--- src/rtl/pic_pkg.sv ---
// Shared definitions for the parametrised 8259A-style priority resolver.
// OCW2 command codes, acknowledge states and the rotating rank helper.
package pic_pkg;

  localparam logic [2:0] CMD_ROT_AEOI_CLR = 3'b000;
  localparam logic [2:0] CMD_NSEOI        = 3'b001;
  localparam logic [2:0] CMD_NOP          = 3'b010;
  localparam logic [2:0] CMD_SEOI         = 3'b011;
  localparam logic [2:0] CMD_ROT_AEOI_SET = 3'b100;
  localparam logic [2:0] CMD_ROT_NSEOI    = 3'b101;
  localparam logic [2:0] CMD_SET_PRIO     = 3'b110;
  localparam logic [2:0] CMD_ROT_SEOI     = 3'b111;

  typedef enum logic {
    IDLE = 1'b0,
    ACK1 = 1'b1
  } ack_state_t;

  // Rank 0 is the line just above 'low'; no modulo so n need not be 2^k.
  function automatic int prio_rank(int i, int low, int n);
    int s;
    s = (low + 1 >= n) ? 0 : low + 1;
    return (i >= s) ? i - s : i + n - s;
  endfunction

endpackage

--- src/rtl/pic_prio_select.sv ---
// Rotating priority encoder: picks the set request with the smallest rank.
// Rank is measured from the line just above 'lowest'.
module pic_prio_select
  import pic_pkg::*;
#(
  parameter int N  = 8,
  parameter int IW = $clog2(N)
) (
  input  logic [N-1:0]  req,
  input  logic [IW-1:0] lowest,
  output logic          found,
  output logic [IW-1:0] idx
);

  int best;
  int r;

  always_comb begin
    found = 1'b0;
    idx   = '0;
    best  = N;
    r     = 0;
    for (int i = 0; i < N; i++) begin
      r = prio_rank(i, int'(lowest), N);
      if (req[i] && r < best) begin
        best  = r;
        idx   = IW'(i);
        found = 1'b1;
      end
    end
  end

endmodule

--- src/rtl/pic_priority_resolver_n.sv ---
// Parametrised 8259A-style priority resolver: IRR/IMR/ISR, rotating
// priority, OCW1/OCW2 handling and the two-pulse INTA acknowledge.
module pic_priority_resolver_n
  import pic_pkg::*;
#(
  parameter int NUM_IRQ = 8,
  parameter int IDX_W   = $clog2(NUM_IRQ)
) (
  input  logic               clk,
  input  logic               rst_n,
  input  logic [NUM_IRQ-1:0] ir,
  input  logic               ltim,
  input  logic               aeoi,
  input  logic               ocw1_wr,
  input  logic [NUM_IRQ-1:0] ocw1_data,
  input  logic               ocw2_wr,
  input  logic [2:0]         ocw2_cmd,
  input  logic [IDX_W-1:0]   ocw2_level,
  input  logic               inta_n,
  output logic               int_o,
  output logic [IDX_W-1:0]   int_vec,
  output logic               vec_valid,
  output logic               spurious,
  output logic [NUM_IRQ-1:0] irr,
  output logic [NUM_IRQ-1:0] isr,
  output logic [NUM_IRQ-1:0] imr
);

  localparam logic [IDX_W:0]   NUM_L = (IDX_W + 1)'(NUM_IRQ);
  localparam logic [IDX_W-1:0] TOP_L = IDX_W'(NUM_IRQ - 1);

  ack_state_t          state;
  logic [IDX_W-1:0]    lowest;
  logic                rot_aeoi;
  logic [NUM_IRQ-1:0]  ir_d;
  logic                inta_d;
  logic [IDX_W-1:0]    w_q;
  logic                spur_q;

  logic                hfound;
  logic [IDX_W-1:0]    hidx;
  logic                wfound;
  logic [IDX_W-1:0]    widx;
  logic [NUM_IRQ-1:0]  elig;
  int                  isr_rank;

  logic                fall;
  logic                lvl_ok;
  logic [NUM_IRQ-1:0]  isr_set;
  logic [NUM_IRQ-1:0]  isr_clr;
  logic [NUM_IRQ-1:0]  irr_clr;
  logic [NUM_IRQ-1:0]  irr_n;
  logic [NUM_IRQ-1:0]  isr_n;
  logic [IDX_W-1:0]    low_n;
  logic                rot_n;

  pic_prio_select #(.N(NUM_IRQ), .IW(IDX_W)) u_hsel (
    .req    (isr),
    .lowest (lowest),
    .found  (hfound),
    .idx    (hidx)
  );

  always_comb begin
    isr_rank = hfound ? prio_rank(int'(hidx), int'(lowest), NUM_IRQ)
                      : NUM_IRQ;
    elig = '0;
    for (int i = 0; i < NUM_IRQ; i++) begin
      elig[i] = irr[i] & ~imr[i]
              & (prio_rank(i, int'(lowest), NUM_IRQ) < isr_rank);
    end
  end

  pic_prio_select #(.N(NUM_IRQ), .IW(IDX_W)) u_wsel (
    .req    (elig),
    .lowest (lowest),
    .found  (wfound),
    .idx    (widx)
  );

  assign int_o  = wfound;
  assign fall   = inta_d & ~inta_n;
  assign lvl_ok = {1'b0, ocw2_level} < NUM_L;

  always_comb begin
    isr_set = '0;
    isr_clr = '0;
    irr_clr = '0;
    low_n   = lowest;
    rot_n   = rot_aeoi;
    if (ocw2_wr && lvl_ok) begin
      case (ocw2_cmd)
        CMD_NSEOI: if (hfound) isr_clr[hidx] = 1'b1;
        CMD_SEOI:  isr_clr[ocw2_level] = 1'b1;
        CMD_ROT_NSEOI: begin
          if (hfound) begin
            isr_clr[hidx] = 1'b1;
            low_n = hidx;
          end
        end
        CMD_ROT_SEOI: begin
          isr_clr[ocw2_level] = 1'b1;
          low_n = ocw2_level;
        end
        CMD_SET_PRIO:     low_n = ocw2_level;
        CMD_ROT_AEOI_SET: rot_n = 1'b1;
        CMD_ROT_AEOI_CLR: rot_n = 1'b0;
        default: ;
      endcase
    end
    if (fall && state == IDLE && wfound) begin
      isr_set[widx] = 1'b1;
      if (!ltim) irr_clr[widx] = 1'b1;
    end
    if (fall && state == ACK1 && aeoi && !spur_q) begin
      isr_clr[w_q] = 1'b1;
      if (rot_aeoi) low_n = w_q;
    end
    // A fresh edge on the acknowledged bit re-raises it.
    irr_n = ltim ? ir : ((irr & ~irr_clr) | (ir & ~ir_d));
    isr_n = (isr & ~isr_clr) | isr_set;
  end

  always_ff @(posedge clk or negedge rst_n) begin
    if (!rst_n) begin
      irr       <= '0;
      isr       <= '0;
      imr       <= '1;
      lowest    <= TOP_L;
      rot_aeoi  <= 1'b0;
      ir_d      <= '0;
      inta_d    <= 1'b1;
      state     <= IDLE;
      w_q       <= '0;
      spur_q    <= 1'b0;
      int_vec   <= '0;
      vec_valid <= 1'b0;
      spurious  <= 1'b0;
    end else begin
      irr       <= irr_n;
      isr       <= isr_n;
      lowest    <= low_n;
      rot_aeoi  <= rot_n;
      ir_d      <= ir;
      inta_d    <= inta_n;
      vec_valid <= 1'b0;
      spurious  <= 1'b0;
      if (ocw1_wr) imr <= ocw1_data;
      case (state)
        IDLE: begin
          if (fall) begin
            state  <= ACK1;
            w_q    <= widx;
            spur_q <= ~wfound;
          end
        end
        ACK1: begin
          if (fall) begin
            state     <= IDLE;
            int_vec   <= spur_q ? TOP_L : w_q;
            vec_valid <= 1'b1;
            spurious  <= spur_q;
          end
        end
        default: state <= IDLE;
      endcase
    end
  end

endmodule

--- config.mk ---
export PLATFORM = sky130hd
export DESIGN_NAME = pic_priority_resolver_n
export DESIGN_NICKNAME = d
export VERILOG_FILES = /design/src/rtl/pic_pkg.sv /design/src/rtl/pic_prio_select.sv /design/src/rtl/pic_priority_resolver_n.sv
export SDC_FILE = /design/constraint.sdc
export NUM_CORES = 1
export LEC_CHECK = 0
export ABC_AREA = 1
export CORE_MARGIN = 1.5
export CORE_UTILIZATION = 47
export CTS_CLUSTER_SIZE = 12
export DETAILED_ROUTE_END_ITERATION = 6
export PLACE_DENSITY = 0.67
export SLEW_MARGIN = 20
export SYNTH_ARGS = -nofsm -noshare
export SYNTH_HDL_FRONTEND = slang
export SYNTH_SLANG_ARGS = --single-unit
--- constraint.sdc ---
create_clock -name clk -period 28.6 [get_ports clk]
set_clock_uncertainty 0.2 [all_clocks]
set_input_delay 2.86 -clock clk [delete_from_list [all_inputs] [get_ports clk]]
set_output_delay 2.86 -clock clk [all_outputs]
set_load 0.02 [all_outputs]
* Word-level counts from Yosys, hierarchy flattened
Cells that the tools add are included.
Storage, ports and cells: bits in registers 47, bits of input ports 29, output and inout port bits 30
Cells by class: add/sub/neg operators 20, order comparisons 41, equality and inequality tests 6, mux-type cells 84, bitwise logic cells 37, reductions and logical operators 34
Operators with widths (number):
- two-way mux 32 bit | 25
- less-than comparator 32 bit | 22
- subtractor 5 x 32 -> 32 bit, first input constant | 8
- greater-or-equal comparator 4 x 32 -> 1 bit, first input constant | 4
- subtractor 4 x 32 -> 32 bit, first input constant | 4
- greater-or-equal comparator 3 x 32 -> 1 bit, first input constant | 2
- subtractor 3 x 32 -> 32 bit, first input constant | 2
- two-way mux 8 bit | 7
- two-way mux 3 bit | 13
- greater-or-equal comparator 1 x 32 -> 1 bit, first input constant | 1
- greater-or-equal comparator 2 x 32 -> 1 bit, first input constant | 1
- greater-or-equal comparator 32 x 5 -> 1 bit, second input constant | 1
- greater-or-equal comparator 4 x 32 -> 1 bit | 1
- less-than comparator 32 x 5 -> 1 bit, second input constant | 1
- subtractor 1 x 32 -> 32 bit, first input constant | 1
- subtractor 2 x 32 -> 32 bit, first input constant | 1
- subtractor 4 x 32 -> 32 bit | 1
- subtractor 6 x 32 -> 32 bit | 1
- two-way mux 1 bit | 27
- logical AND 1 bit | 25
- AND 8 bit | 3
- inverter 8 bit | 3
- bitwise OR 8 bit | 3
- AND 1 bit | 17
- other kinds (18) | 48

* Longest topological paths before layout
word-level depth 68, mapped depth 209

* Modules after synthesis
From an unflattened synthesis, not the netlist that was laid out.
Unflattened totals: cell total of the unflattened synthesis 1416, area total of the unflattened synthesis 9018.6 µm²
By module, submodules not included:
- pic_priority_resolver_n | times used 1, cells each 574, area an instance 4291.6 µm², seq. area each 1191.1 µm²
- pic_prio_select (u_wsel) | times used 1, cells each 423, area an instance 2366.0 µm², seq. area each 0.0 µm²
- pic_prio_select (u_hsel) | times used 1, cells each 419, area an instance 2361.0 µm², seq. area each 0.0 µm²

* Worst setup path before layout
No wires, ideal clock.
path type flip-flop to output port, from reg lowest[0], to out int_o, arrival 21.277 ns, data required time 25.540 ns, path slack 4.263 ns, cell stages (with the launch flop) 171, buffers on the path 12, path through dfstp_2 > inv_2 > buf_4 > o211ai_1 > nand2_1 > inv_1 > ha_1 > ha_1 > inv_1 > o21ai_0 > nand2_1 > o21ai_0 > inv_1 > ha_1 > inv_1 > nor2_1 > nand2_1 > nand2_1 > [135 not listed] > nand2_1 > nand2_1 > nand3_1 > nand2_1 > nand2_1 > clkbuf_1 > o21ai_0 > ha_1 > o21a_1 > nand2_1 > nand2_1 > nand2_1 > nand2_1 > nand2_1 > nand2_1 > nand2_2 > nand2_4 > nand3_1
On the way: word-level cells in the longest chain between the ends 58, elaborated cells between the ends (all ways) 125, those cells by class add/sub (20); order compare (33); mux (48); bitwise (8); reduce/logical (16)
RTL lines:
- start, declared | line pic_priority_resolver_n.sv:33 | logic [IDX_W-1:0] lowest;
- start signal, assigned | line pic_priority_resolver_n.sv:142 | lowest <= low_n;
- adder 3 x 1 -> 4 bit (*) | line pic_pkg.sv:22 | s = (low + 1 >= n) ? 0 : low + 1;
- greater-or-equal comparator 32 x 5 -> 1 bit | line pic_pkg.sv:22
- two-way mux 32 bit (*) | line pic_pkg.sv:22
- subtractor 5 x 32 -> 32 bit, or another cell as far along | line pic_pkg.sv:23 | return (i >= s) ? i - s : i + n - s;
- two-way mux 32 bit | line pic_pkg.sv:23
- less-than comparator 32 x 5 -> 1 bit | line pic_prio_select.sv:25 | if (req[i] && r < best) begin
- logical AND 1 bit | line pic_prio_select.sv:25
- two-way mux 32 bit | line pic_prio_select.sv:25
- [42 not listed]
- logical AND 1 bit | line pic_prio_select.sv:25
- two-way mux 32 bit | line pic_prio_select.sv:25
- less-than comparator 32 bit | line pic_prio_select.sv:25
- logical AND 1 bit | line pic_prio_select.sv:25
- two-way mux 32 bit | line pic_prio_select.sv:25
- less-than comparator 32 bit | line pic_prio_select.sv:25
- logical AND 1 bit | line pic_prio_select.sv:25
- two-way mux 1 bit (*) | line pic_prio_select.sv:25
- end, declared | line pic_priority_resolver_n.sv:20 | output logic int_o,
Every way passes the cells marked *; elsewhere a longest branch is shown, timed or not.

* Final worst setup path
Same ends and word-level chain as after synthesis.

==> impl_metrics.csv <==
group,metric,value,unit
synth,syn_avg_cell_area,6.526,sq um
setup_path,end_kind,"primary output",
floorplan,rows,45,
setup_path,cp-endpoint,"int_o",
placed_design,io_buffers,58,
setup_path,cp_slowest_cell,"dfstp_4",
status,status,"finished clean",
synth,async_flop_share,1.000,
grt,track_usage,0.2818,
placed_design,preCtsSetupSlack,1751,ps
clock_tree,hold_buffers,0,
floorplan,die_y,127.5,um
grt,grt_pass1_vias,7304,
grt,grt_max_degree,48,
grt,overflow,0,
setup_path,critPathMaxStageDelay,730,ps
timing,setup_tns,0,ps
synth,syn_area,7283,sq um
synth,ys_seq_area_frac,0.1635,
timing,post-route-period-util,0.9147,
floorplan,start_util,0.4809,
finish,drive_gt1_frac,0.1038,
grt,use_met2,0.4830,
clock_tree,cts_made_buffers,5,
routing,wl,22150,um
grt,met1_usage,0.3692,
timing,slew_headroom,0.4327,
finish,num-nets-final,1448,
clock_tree,path_clk_slew,60,ps
synth,synth_area_leaders,"ha_1 27%, nand2_1 17%, dfrtp_1 12%",
clock_tree,htreeDepth,2,
setup_path,arrival,23100,ps
timing,setup_slack,2439,ps
synth,ys_types,49,
placed_design,gp_congestion,0.9309,
setup_path,reg2reg_from,"lowest[0]",
clock_tree,cts.path.max_buffers,2,
grt,use_met3,0.03224,
routing,num_vias,7724,
timing,setup_violations,0,
synth,yosysTopAreaCellShare,0.2697,
timing,post-route-min-period,26160,ps
clock_tree,clock-sinks,47,
routing,vias_per_cell,5.327,
setup_path,cp-startpoint,"lowest[0]",
synth,synthFlopType,"dfrtp_1",
timing,finalHoldViolations,0,
finish,antenna_cells,0,
setup_path,r2r_cells,177,
setup_path,reg2reg_slack,5610,ps
setup_path,worst-setup-path-type,"reg -> out",
timing,max_freq,38.23,MHz
synth,yosys.area.top_type,"ha_1",
synth,synth_seq_cells,47,
placed_design,dpl.hpwl,18290,um
floorplan,die_w,127.5,um
routing,drt-initial-drc-count,587,
setup_path,crit_required,25540,ps
synth,synthCells,1116,
floorplan,dieArea,16250,sq um
setup_path,rr_endpoint,"irr[0]",
timing,rsz0062_at_grt,"no",
clock_tree,clock_latency,290,ps
timing,holdWs,287.2,ps
setup_path,crit_path_start_kind,"register",
clock_tree,cts-root-buf,"clkbuf_16",
synth,yosys_warnings,0,
routing,drcViolationCount,0,
grt,grt_pass1_wl,36150,um
clock_tree,cts_tree,"built",
timing,worst_pin_slew,848.8,ps
floorplan,pin_count,59,
grt,busiest_layer,"met2",
synth,synth-edff-count,0,
timing,drv_slew,0,
setup_path,path_common_cell,"nand2_1",
worst_hold_path,hold_class,"reg -> reg",
run,drv_cap,0,
setup_path,worstPathMaxFanout,15,
grt,antenna_found_initial,0,
routing,drtAntennaViolNets,0,
routing,dr.pass1.iters,6,
finish,area_growth_syn_to_layout,21.97,%
floorplan,core_area,15150,sq um
routing,wl_per_cell,15.28,um
==> cells in the mapped netlist, drive strengths merged, types with 8 or more instances <==
| master | instances |
|---|---|
| o21a | 8 |
| nand3 | 50 |
| a21oi | 59 |
| nor2 | 107 |
| nand4 | 8 |
| clkbuf | 15 |
| dfrtp | 35 |
| inv | 157 |
| o22ai | 8 |
| nand2 | 337 |
| o21ai | 87 |
| ha | 157 |
| dfstp | 12 |
==> worst max-delay path: cells and delay by family, from the launching register on <==
kind                       cells  cell delay (ps)
and+or+nand+nor              105             9360
adders and majority gates     20             6020
buffers and inverters         34             3960
AOI/OAI and AO/OA             17             2580
DFF                            1              730
xor gates and xnor gates       1              140
==> routing by layer <==
layer	part of all wire	wire length, um
met5	0	0
met4	0.028	623
met3	0.066	1465
met2	0.46	10160
met1	0.45	9899
==> placed cells by master (no fill, tap or decap), drive strengths merged, types with 5 or more instances in the layout <==
cell type / instances
clkbuf: 6
ha: 157
nand4: 8
xnor2: 5
inv: 156
o21a: 8
buf: 68
nand3: 50
nand2: 337
o22ai: 8
clkdlybuf4s50: 57
dfstp: 12
nor2: 107
and3: 5
a22oi: 6
o211ai: 7
conb: 34
o21ai: 87
a21oi: 59
dfrtp: 35
==> final cells by class <==
class                   instances  area [sq um]
fillers                      1470          6262
multi-input cells             925          5595
flip-flops and latches         47          1195
repair buffers                125          1091
inverters                     157         593.1
well taps                     188         235.2
clock buffers                   6         138.9
clock inverters                 2         35.03
==> what timing repair did <==
item / 4_1_cts / 5_1_grt
buffers inserted: 0 / 2
setup endpoints to repair: 0 / 1
gates resized for setup: 0 / 24
endpoints found under the hold margin: 0 / 0
==> through the flow <==
stage               area (sq um)  std cells  utilization
floorplan                   7403       1148            -
global placement            8633       1440       0.5700
detailed placement          8635       1440       0.5701
CTS                         8808       1448       0.5816
global route                8884       1450       0.5865
finish                      8884       1450       0.5865
==> sequential cells by signal, summed over array words and instances, names as in the netlist, 3 cells and up <==
| register | count |
|---|---|
| lowest | 3 |
| irr | 8 |
| imr | 8 |
| int_vec | 3 |
| ir_d | 8 |
| isr | 8 |
| w_q | 3 |
==> worst min-delay path by stage <==
stage	from	to	depth (start not counted)
global placement	ir_d[1]	irr[1]	3
CTS	ir_d[1]	irr[1]	3
global route	ir_d[1]	irr[1]	3
detailed placement	ir_d[1]	irr[1]	3
floorplan	rot_aeoi	rot_aeoi	2
finish	ir_d[7]	irr[7]	3
==> logic make-up (layout without fill, tap and decap cells) <==
group | after synthesis | after routing | synth area share
adder cells (fa/ha/maj) | 158 | 158 | 0.2725
multiplexers | 3 | 3 | 0.004638
flip-flops | 47 | 47 | 0.1635
XOR/XNOR | 7 | 7 | 0.008418
AO/OA/AOI/OAI | 203 | 203 | 0.1591
buffers and inverters | 176 | 290 | 0.09208
AND/OR/NAND/NOR | 520 | 520 | 0.2987
other | 2 | 34 | 0.001031
Power is left out: the tool's default activity adds up to more than one toggle a clock period on the data nets, which glitch-free logic cannot reach.
